### config.mk
export PLATFORM = sky130hd
export DESIGN_NAME = parity_sched_arb
export DESIGN_NICKNAME = d
export VERILOG_FILES = /design/src/rtl/parity_sched_arb.sv
export SDC_FILE = /design/constraint.sdc
export NUM_CORES = 1
export LEC_CHECK = 0
export ABC_AREA = 1
export CORE_MARGIN = 4
export CORE_UTILIZATION = 47
export CTS_CLUSTER_SIZE = 12
export DETAILED_ROUTE_END_ITERATION = 10
export HOLD_SLACK_MARGIN = 0.1
export PLACE_DENSITY_LB_ADDON = 0.05
export SYNTH_ARGS = -nofsm -noshare
export SYNTH_HDL_FRONTEND = slang
export SYNTH_SLANG_ARGS = --single-unit
### constraint.sdc
create_clock -name clk -period 2.4 [get_ports clk]
set_input_delay 0.24 -clock clk [delete_from_list [all_inputs] [get_ports clk]]
set_output_delay 0.24 -clock clk [all_outputs]
set_load 0.005 [all_outputs]
### src/rtl/parity_sched_arb.sv
// parity_sched_arb: round-robin arbiter feeding one shared bit-serial parity
// engine. One requester word is accepted at a time, its parity is folded one
// bit per cycle over DATA_W cycles, and the result is returned with the
// requester index on a valid/ready port.
module parity_sched_arb #(
   parameter int NUM_REQ = 4,
   parameter int DATA_W  = 8
) (
   input  logic                        clk,
   input  logic                        rst_n,
   input  logic [NUM_REQ-1:0]          req_valid,
   input  logic [NUM_REQ*DATA_W-1:0]   req_data,
   output logic [NUM_REQ-1:0]          req_ready,
   input  logic                        odd_mode,
   output logic                        res_valid,
   input  logic                        res_ready,
   output logic                        res_parity,
   output logic [$clog2(NUM_REQ)-1:0]  res_id,
   output logic                        busy
);

   localparam int ID_W  = $clog2(NUM_REQ);
   localparam int CNT_W = $clog2(DATA_W + 1);

   // Wide enough to hold rr_ptr + offset before folding it back into range.
   localparam logic [ID_W:0]      NUM_REQ_X = (ID_W + 1)'(NUM_REQ);
   localparam logic [ID_W-1:0]    LAST_ID   = ID_W'(NUM_REQ - 1);
   localparam logic [CNT_W-1:0]   LAST_CNT  = CNT_W'(DATA_W - 1);

   typedef enum logic [1:0] {
      IDLE  = 2'd0,
      SHIFT = 2'd1,
      DONE  = 2'd2
   } state_t;

   state_t              state_q,  state_d;
   logic [ID_W-1:0]     rr_ptr_q, rr_ptr_d;
   logic [DATA_W-1:0]   shreg_q,  shreg_d;
   logic                acc_q,    acc_d;
   logic [CNT_W-1:0]    cnt_q,    cnt_d;
   logic [ID_W-1:0]     id_q,     id_d;

   logic [DATA_W-1:0]   req_words [NUM_REQ];
   logic [ID_W-1:0]     grant_idx;
   logic                grant_found;
   logic [ID_W:0]       cand;
   logic                accept;

   // Unpack the flat data bus and build the one-hot ready strobe.
   for (genvar gi = 0; gi < NUM_REQ; gi++) begin : g_req
      assign req_words[gi] = req_data[gi*DATA_W +: DATA_W];
      assign req_ready[gi] = accept && (grant_idx == ID_W'(gi));
   end

   // Round-robin search: first asserted request at or above rr_ptr, wrapping.
   always_comb begin
      grant_idx   = '0;
      grant_found = 1'b0;
      cand        = '0;
      for (int k = 0; k < NUM_REQ; k++) begin
         cand = {1'b0, rr_ptr_q} + (ID_W + 1)'(k);
         if (cand >= NUM_REQ_X) begin
            cand = cand - NUM_REQ_X;
         end
         if (!grant_found && req_valid[cand[ID_W-1:0]]) begin
            grant_found = 1'b1;
            grant_idx   = cand[ID_W-1:0];
         end
      end
   end

   // Reset gates the strobe so no grant is shown while reset is asserted.
   assign accept = rst_n && (state_q == IDLE) && grant_found;

   // Next-state logic for the sequencer and the serial parity datapath.
   always_comb begin
      state_d  = state_q;
      rr_ptr_d = rr_ptr_q;
      shreg_d  = shreg_q;
      acc_d    = acc_q;
      cnt_d    = cnt_q;
      id_d     = id_q;
      case (state_q)
         IDLE: begin
            if (accept) begin
               shreg_d  = req_words[grant_idx];
               acc_d    = odd_mode;
               cnt_d    = '0;
               id_d     = grant_idx;
               rr_ptr_d = (grant_idx == LAST_ID) ? '0 : grant_idx + 1'b1;
               state_d  = SHIFT;
            end
         end
         SHIFT: begin
            acc_d   = acc_q ^ shreg_q[0];
            shreg_d = shreg_q >> 1;
            cnt_d   = cnt_q + 1'b1;
            if (cnt_q == LAST_CNT) begin
               state_d = DONE;
            end
         end
         DONE: begin
            if (res_ready) begin
               state_d = IDLE;
            end
         end
         default: begin
            state_d = IDLE;
         end
      endcase
   end

   // State register; reset discards any in-flight result immediately.
   always_ff @(posedge clk or negedge rst_n) begin
      if (!rst_n) begin
         state_q  <= IDLE;
         rr_ptr_q <= '0;
         shreg_q  <= '0;
         acc_q    <= 1'b0;
         cnt_q    <= '0;
         id_q     <= '0;
      end else begin
         state_q  <= state_d;
         rr_ptr_q <= rr_ptr_d;
         shreg_q  <= shreg_d;
         acc_q    <= acc_d;
         cnt_q    <= cnt_d;
         id_q     <= id_d;
      end
   end

   // Result fields are forced to zero outside DONE so idle outputs are clean.
   assign res_valid  = (state_q == DONE);
   assign res_parity = res_valid & acc_q;
   assign res_id     = res_valid ? id_q : '0;
   assign busy       = (state_q != IDLE);

endmodule

==> results of run 1 <==
[kinds of logic (layout without fill, tap and decap cells)]
| family | count (synthesis) | in the layout | share of synthesized area [%] |
|---|---|---|---|
| AOI/OAI and AO/OA | 22 | 22 | 7.745 |
| adders and majority gates | 5 | 5 | 3.797 |
| DFF | 19 | 19 | 28.85 |
| and+or+nand+nor | 151 | 151 | 47.53 |
| buffers and inverters | 41 | 110 | 12.07 |
[per-layer routing]
layer	share of wire, %	track usage, %	vias up
li1	-	-	872
met1	43	21.58	681
met2	50	31.29	53
met3	5.8	2.829	5
met4	0.90	3.797	0
met5	0	0	-
[repair_timing]
item / CTS / global route
resized for setup: 11 / 30
pin swaps: 4 / 12
setup buffers: 4 / 3
endpoints found under the setup margin: 4 / 4
[path summary, 6_finish.rpt]
check | cells after the start | slack [ps] | end
min reg2reg | 1 | 510 | cnt_q[3]
min | 2 | 290 | cnt_q[1]
min in group clk | 1 | 510 | cnt_q[3]
max | 12 | 110 | req_ready[2]
max reg2reg | 14 | 190 | shreg_q[6]
max in group asynchronous | 2 | 1900 | rr_ptr_q[0]
[registers in the layout, indices dropped and copies added, names as in the netlist]
signal,cells
acc_q,1
id_q,2
rr_ptr_q,2
cnt_q,4
state_q,2
shreg_q,8
[power breakdown]
| part | total [mW] | internal, mW | leakage, nW | switching (mW) |
|---|---|---|---|---|
| Sequential | 0.562 | 0.470 | 0.236 | 0.0926 |
| Combinational | 2.77 | 1.20 | 0.956 | 1.58 |
| Clock | 0.159 | 0.0621 | 0.0177 | 0.0973 |
| Total | 3.50 | 1.73 | 1.21 | 1.77 |
[worst reg2reg max path, delay by kind of cell, from the launching register on]
kind,cells,cell delay [ps]
AO/OA/AOI/OAI,1,190
buffers and inverters,4,620
flip-flops,1,480
AND/OR/NAND/NOR,9,850
[through the flow]
stage / worst slack (ps) / util [%] / std cells
after floorplan: 492.8 / - / 238
after global placement: -101.4 / 66.63 / 342
after detailed placement: -159.9 / 66.63 / 342
after CTS: -93.37 / 68.45 / 350
after global routing: -53.10 / 71.13 / 353
final: 109.2 / 71.13 / 353
[layout make-up]
type,count,area share [%]
well taps,46,2.406
multi-input cells,178,43.72
inverters,37,6.328
flip-flops and latches,19,19.93
clock inverters,1,0.2092
repair buffers,69,26.46
clock buffers,3,0.9414
[synth_stat cells, types with 2 or more instances]
cell and instances:
sky130_fd_sc_hd__nand2_1 84, sky130_fd_sc_hd__inv_1 30, sky130_fd_sc_hd__nand2_2 20, sky130_fd_sc_hd__dfrtp_1 19
sky130_fd_sc_hd__nor2_1 14, sky130_fd_sc_hd__nand3_1 9, sky130_fd_sc_hd__a21oi_1 6, sky130_fd_sc_hd__nand2_4 6
sky130_fd_sc_hd__nand3b_1 6, sky130_fd_sc_hd__o21ai_0 6, sky130_fd_sc_hd__ha_1 5, sky130_fd_sc_hd__o22ai_1 5
sky130_fd_sc_hd__inv_2 4, sky130_fd_sc_hd__nand3_2 3, sky130_fd_sc_hd__nand4_1 3, sky130_fd_sc_hd__buf_6 2
sky130_fd_sc_hd__inv_6 2, sky130_fd_sc_hd__nand3_4 2, sky130_fd_sc_hd__nor2_4 2
[placed cells by master, fill, tap and decap left out, drive strengths merged]
| cell type | synthesis | layout |
|---|---|---|
| a21oi | 6 | 6 |
| a22o | 1 | 1 |
| buf | 4 | 23 |
| clkbuf | 0 | 5 |
| clkdlybuf4s50 | 0 | 44 |
| clkinv | 1 | 3 |
| dfrtp | 19 | 19 |
| ha | 5 | 5 |
| inv | 36 | 35 |
| nand2 | 110 | 110 |
| nand3 | 14 | 14 |
| nand3b | 6 | 6 |
| nand4 | 3 | 3 |
| nor2 | 18 | 18 |
| o211ai | 1 | 1 |
| o21a | 1 | 1 |
| o21ai | 7 | 7 |
| o21bai | 1 | 1 |
| o22ai | 5 | 5 |
==> flow_metrics.tcl, run 1 <==
set metrics [dict create \
    status "complete, no violations" \
    yosysUniqueCellTypes 29 \
    crit_fanout 5 \
    worst_skew_pair.late_latency_ps 300 \
    cts_inserted_buffers 3 \
    post_synth_inst_count 238 \
    crit_type "reg -> out" \
    totalNegativeSetupSlack_ps 0 \
    syn2layout_area_growth_pct 45.18 \
    ys_async_sr_fraction_pct 100.0 \
    die_width_um 67.21 \
    cts.sink_count 19 \
    row_count 21 \
    final-max-slew-violation-count 0 \
    core_um2 3363 \
    hold_buffers 0 \
    dieArea_um2 4517 \
    critical_path.max_stage_delay_ps 480 \
    largest_area_contributor_in_the_netlist "sky130_fd_sc_hd__dfrtp_1" \
    io_buffers 48 \
    synth_sequential_area_ratio_pct 28.85 \
    timing.slew.headroom_pct 81.97 \
    drt_wl_total_um 3771 \
    critical_path_required_ps 2160 \
    grt_start_max_net_pins 20 \
    cell_area_after_layout_um2 2392 \
    drc 0 \
    grt_pass1_wl_um 6134 \
    hold_ws_ps 286.9 \
    finalHoldViolCount 0 \
    globalRouteOverflowTotal 0 \
    syn-mean-instance-area_um2 6.924 \
    finalPower_mw 3.496 \
    htree_num_levels 1 \
    grt_setup_unrepaired "yes" \
    hold_path_class "in -> async" \
    drive_above_1_share_pct 27.36 \
    peak_ir_drop_on_the_vdd_network_uv 952.2 \
    worstPathCellList "buf_6, nand2_1, nand3_2, nand2_4, inv_1, nand3_2, nand3_4, buf_6, ha_4, inv_1, nor2_1, buf_2" \
    startpoint "rr_ptr_q[0]" \
    syn-cell-area_um2 1648 \
    critPathBufInv 5 \
    n_antenna_cell 0 \
    antenna_found_initial 0 \
    design.final.nets 353 \
    multi_input_comb_area_um2 1046 \
    yosysTopAreaCellShare_pct 28.85 \
    critical-path-top-delay-family "simple AND/OR/NAND/NOR gates" \
    vias 1611 \
    placement.cell_area_um2 2241 \
    tritoncts "yes" \
    worst_r2r_startpoint "rr_ptr_q[0]" \
    avgViaCountPerCell 4.564 \
    crit_path_start_kind "register" \
    detail_route.wl_per_cell_um 10.68 \
    layout.filler_cells 318 \
    dpl.hpwl_um 2855 \
    place_congestion 0.8489 \
    endpoint_kind "primary output" \
    skew_ps 11.72 \
    cellPowerDensity_nw_per_um2 1461 \
    flop_and_latch_count_out_of_synthesis 19 \
    report.final.setup_viol 0 \
    storage_cell_area_um2 476.7 \
    top_level_ports 49 \
    path_clk_slew_ps 110 \
    starting_density_of_the_core_pct 49.00 \
    cts_max_path_buffers 2 \
    synth_fp_nets 283 \
    grt_pass1_vias 1490 \
    worstPathArrival_ps 2050 \
    grtUsageTotal_pct 17.34 \
    netlist_top_cells_area "sky130_fd_sc_hd__dfrtp_1, sky130_fd_sc_hd__nand2_1, sky130_fd_sc_hd__nand2_2, sky130_fd_sc_hd__inv_1, sky130_fd_sc_hd__nand2_4" \
    synth_warnings 0 \
    number_of_violations_reported_at_the_end_of_detailed_routing_iteration_0 59 \
    synth_enable_flop_cells 0 \
    antenna_left 0 \
    cpMaxStageDelayCell "sky130_fd_sc_hd__dfrtp_2" \
    power.leakage_nw 1.210 \
    highest_clock_rate_mhz 436.5 \
    synth_top_flop_cell "sky130_fd_sc_hd__dfrtp_1" \
    cap_viol_max_count 0 \
    worst_slew_pin_slew_ps 269.5 \
    die_h_um 67.21 \
    cts.root.buffer_cell "sky130_fd_sc_hd__clkbuf_4" \
    fin_crit_ps 2291 \
    timing.final.crit_share_pct 95.45 \
    drt_pre_antenna_iters 5 \
]
Note: power is estimated with default switching activity, not from simulation.
==> run 2, diff against run 1 <==
- CAP_MARGIN: unset -> 20
- GPL_ROUTABILITY_DRIVEN: unset -> 0
- SKIP_LAST_GASP: unset -> 1
==> run 2 against run 1 <==
Effect of this change:
- power shrank 1.8%
- global-route usage stayed put
- highest routed layer unchanged
- largest power group unchanged
- sequential power hardly changed
- largest cell class unchanged
- critical path type unchanged
==> flow_metrics.tcl, run 2 (synthesized netlist as in run 1, its figures left out) <==
set metrics [dict create \
    status "complete, no violations" \
    crit_type "reg -> out" \
    die_h_um 67.21 \
    design.final.nets 353 \
    worstPathCellList "buf_6, nand2_1, nand3_2, nand2_4, inv_1, nand3_2, nand3_4, buf_6, ha_2, inv_1, nor2_1, buf_2" \
    hold_path_class "in -> async" \
    registers.top_by_ff_count "shreg_q" \
    fin_crit_ps 2320 \
    vias 1611 \
    finish.utilization_pct 70.54 \
    io_buffers 48 \
    antenna_left 0 \
    finalPower_mw 3.433 \
    timing.reg2reg.worst_path_depth 14 \
    placed_cells 342 \
    worstReg2RegEnd "shreg_q[6]" \
    critical_path_required_ps 2160 \
    worst_skew_pair.late_latency_ps 300 \
    crit_fanout 5 \
    dieArea_um2 4517 \
    globalRouteOverflowTotal 0 \
    worstPathArrival_ps 2080 \
    skew_ps 11.58 \
    number_of_violations_reported_at_the_end_of_detailed_routing_iteration_0 56 \
    peak_ir_drop_on_the_vdd_network_uv 925.8 \
    core_um2 3363 \
    timing.final.ws_setup_ps 79.97 \
    critPathBufInv 5 \
    grt_pass1_wl_um 6134 \
    htree_num_levels 1 \
    placement.cell_area_um2 2241 \
    cts_inserted_buffers 3 \
    timing.slew.headroom_pct 81.98 \
    grt_setup_unrepaired "yes" \
    worst_r2r_startpoint "rr_ptr_q[0]" \
    post_layout_nonfiller_instances 353 \
    row_count 21 \
    antenna_found_initial 0 \
    cell_area_after_layout_um2 2372 \
    dpl.hpwl_um 2855 \
    finalHoldViolCount 0 \
    critical-path-top-delay-family "simple AND/OR/NAND/NOR gates" \
    drc 0 \
    drive_above_1_share_pct 27.36 \
    startpoint "rr_ptr_q[0]" \
    top_level_ports 49 \
    cts.root.buffer_cell "sky130_fd_sc_hd__clkbuf_4" \
    die_width_um 67.21 \
    detail_route.wl_per_cell_um 10.66 \
    endpoint_kind "primary output" \
    layout_common_cells "sky130_fd_sc_hd__nand2_1, sky130_fd_sc_hd__clkdlybuf4s50_1, sky130_fd_sc_hd__inv_1" \
    worst_slew_pin_slew_ps 269.3 \
    tritoncts "yes" \
    cellPowerDensity_nw_per_um2 1447 \
    hold_buffers 0 \
    avgViaCountPerCell 4.564 \
    ff2ff_setup_slack_ps 190 \
    report.final.setup_viol 0 \
    drt_pre_antenna_iters 4 \
    number_of_flip_flops_in_the_largest_register 8 \
    n_antenna_cell 0 \
    starting_density_of_the_core_pct 49.00 \
    timing.critical_path.to "req_ready[2]" \
    drt_wl_total_um 3762 \
    crit_path_start_kind "register" \
    reg_top3 "shreg_q x8, cnt_q x4" \
    cpMaxStageDelayCell "sky130_fd_sc_hd__dfrtp_2" \
    logic_depth_of_the_worst_path_buffers_included 12 \
    mostFrequentLayoutCell "sky130_fd_sc_hd__nand2_1" \
    critical_path.max_stage_delay_ps 480 \
    grt_pass1_vias 1490 \
    place_worst_setup_slack_ps -159.9 \
    grtUsageTotal_pct 17.34 \
    cts_max_path_buffers 2 \
    grt_start_max_net_pins 20 \
    final-max-slew-violation-count 0 \
    cts.sink_count 19 \
    syn2layout_area_growth_pct 43.96 \
    power.leakage_nw 1.208 \
    highest_clock_rate_mhz 431.0 \
    path_clk_slew_ps 110 \
    cap_viol_max_count 0 \
    timing.final.crit_share_pct 96.67 \
]
-- run 2: changes by cell type in the layout (fill, tap and decap cells not counted) --
cell	change
sky130_fd_sc_hd__ha_4	-2
sky130_fd_sc_hd__clkinv_4	-1
sky130_fd_sc_hd__ha_2	+2
sky130_fd_sc_hd__inv_6	+1
-- run 2: power by group --
part	leakage [nW]	internal, mW	switching (mW)
Clock	0.0177	0.0621	0.0974
Combinational	0.954	1.17	1.54
Sequential	0.236	0.470	0.0935
Total	1.21	1.70	1.73
-- run 2: timing repair --
item,CTS,global route
setup endpoints to repair,4,4
cloned,0,0
buffers inserted,4,3
pin swaps,4,12
gates resized for setup,10,28
-- run 2: how the worst min path moves through the flow --
stage	startpoint	to	slack, ps	cells past startpoint
floorplan	rst_n	acc_q	-60	0
finish	rst_n	cnt_q[1]	290	2
CTS	rst_n	cnt_q[3]	300	2
global route	rst_n	cnt_q[3]	300	2
global placement	cnt_q[3]	cnt_q[3]	470	1
detailed placement	shreg_q[7]	shreg_q[7]	490	2
-- run 2: area by class of cell --
| cell class | instances | area [µm²] |
|---|---|---|
| multi-input cells | 178 | 1026 |
| fillers | 325 | 991.0 |
| repair buffers | 69 | 633.1 |
| flip-flops and latches | 19 | 476.7 |
| inverters | 37 | 151.4 |
| well taps | 46 | 57.56 |
| clock buffers | 3 | 22.52 |
| clock inverters | 1 | 5.005 |
-- run 2: worst register-to-register path: cells and delay by family (launching register included) --
family          cells  cell delay, ps
simple gates        9             850
buf+inv             4             620
flops               1             480
compound gates      1             190
-- run 2: through the flow --
step                hold WS (ps)  TNS [ps]
finish                     287.2         0
global route               296.8    -237.7
CTS                        295.5    -94.22
detailed placement         485.5    -478.8
global placement           473.5    -302.8
floorplan                 -55.59         0
-- run 2: routing by layer --
layer | track usage, % | wire length [µm] | vias up
met4 | 3.797 | 34 | 0
li1 | - | - | 872
met2 | 31.29 | 1873 | 47
met5 | 0 | 0 | -
met3 | 2.829 | 209 | 5
met1 | 21.58 | 1645 | 687
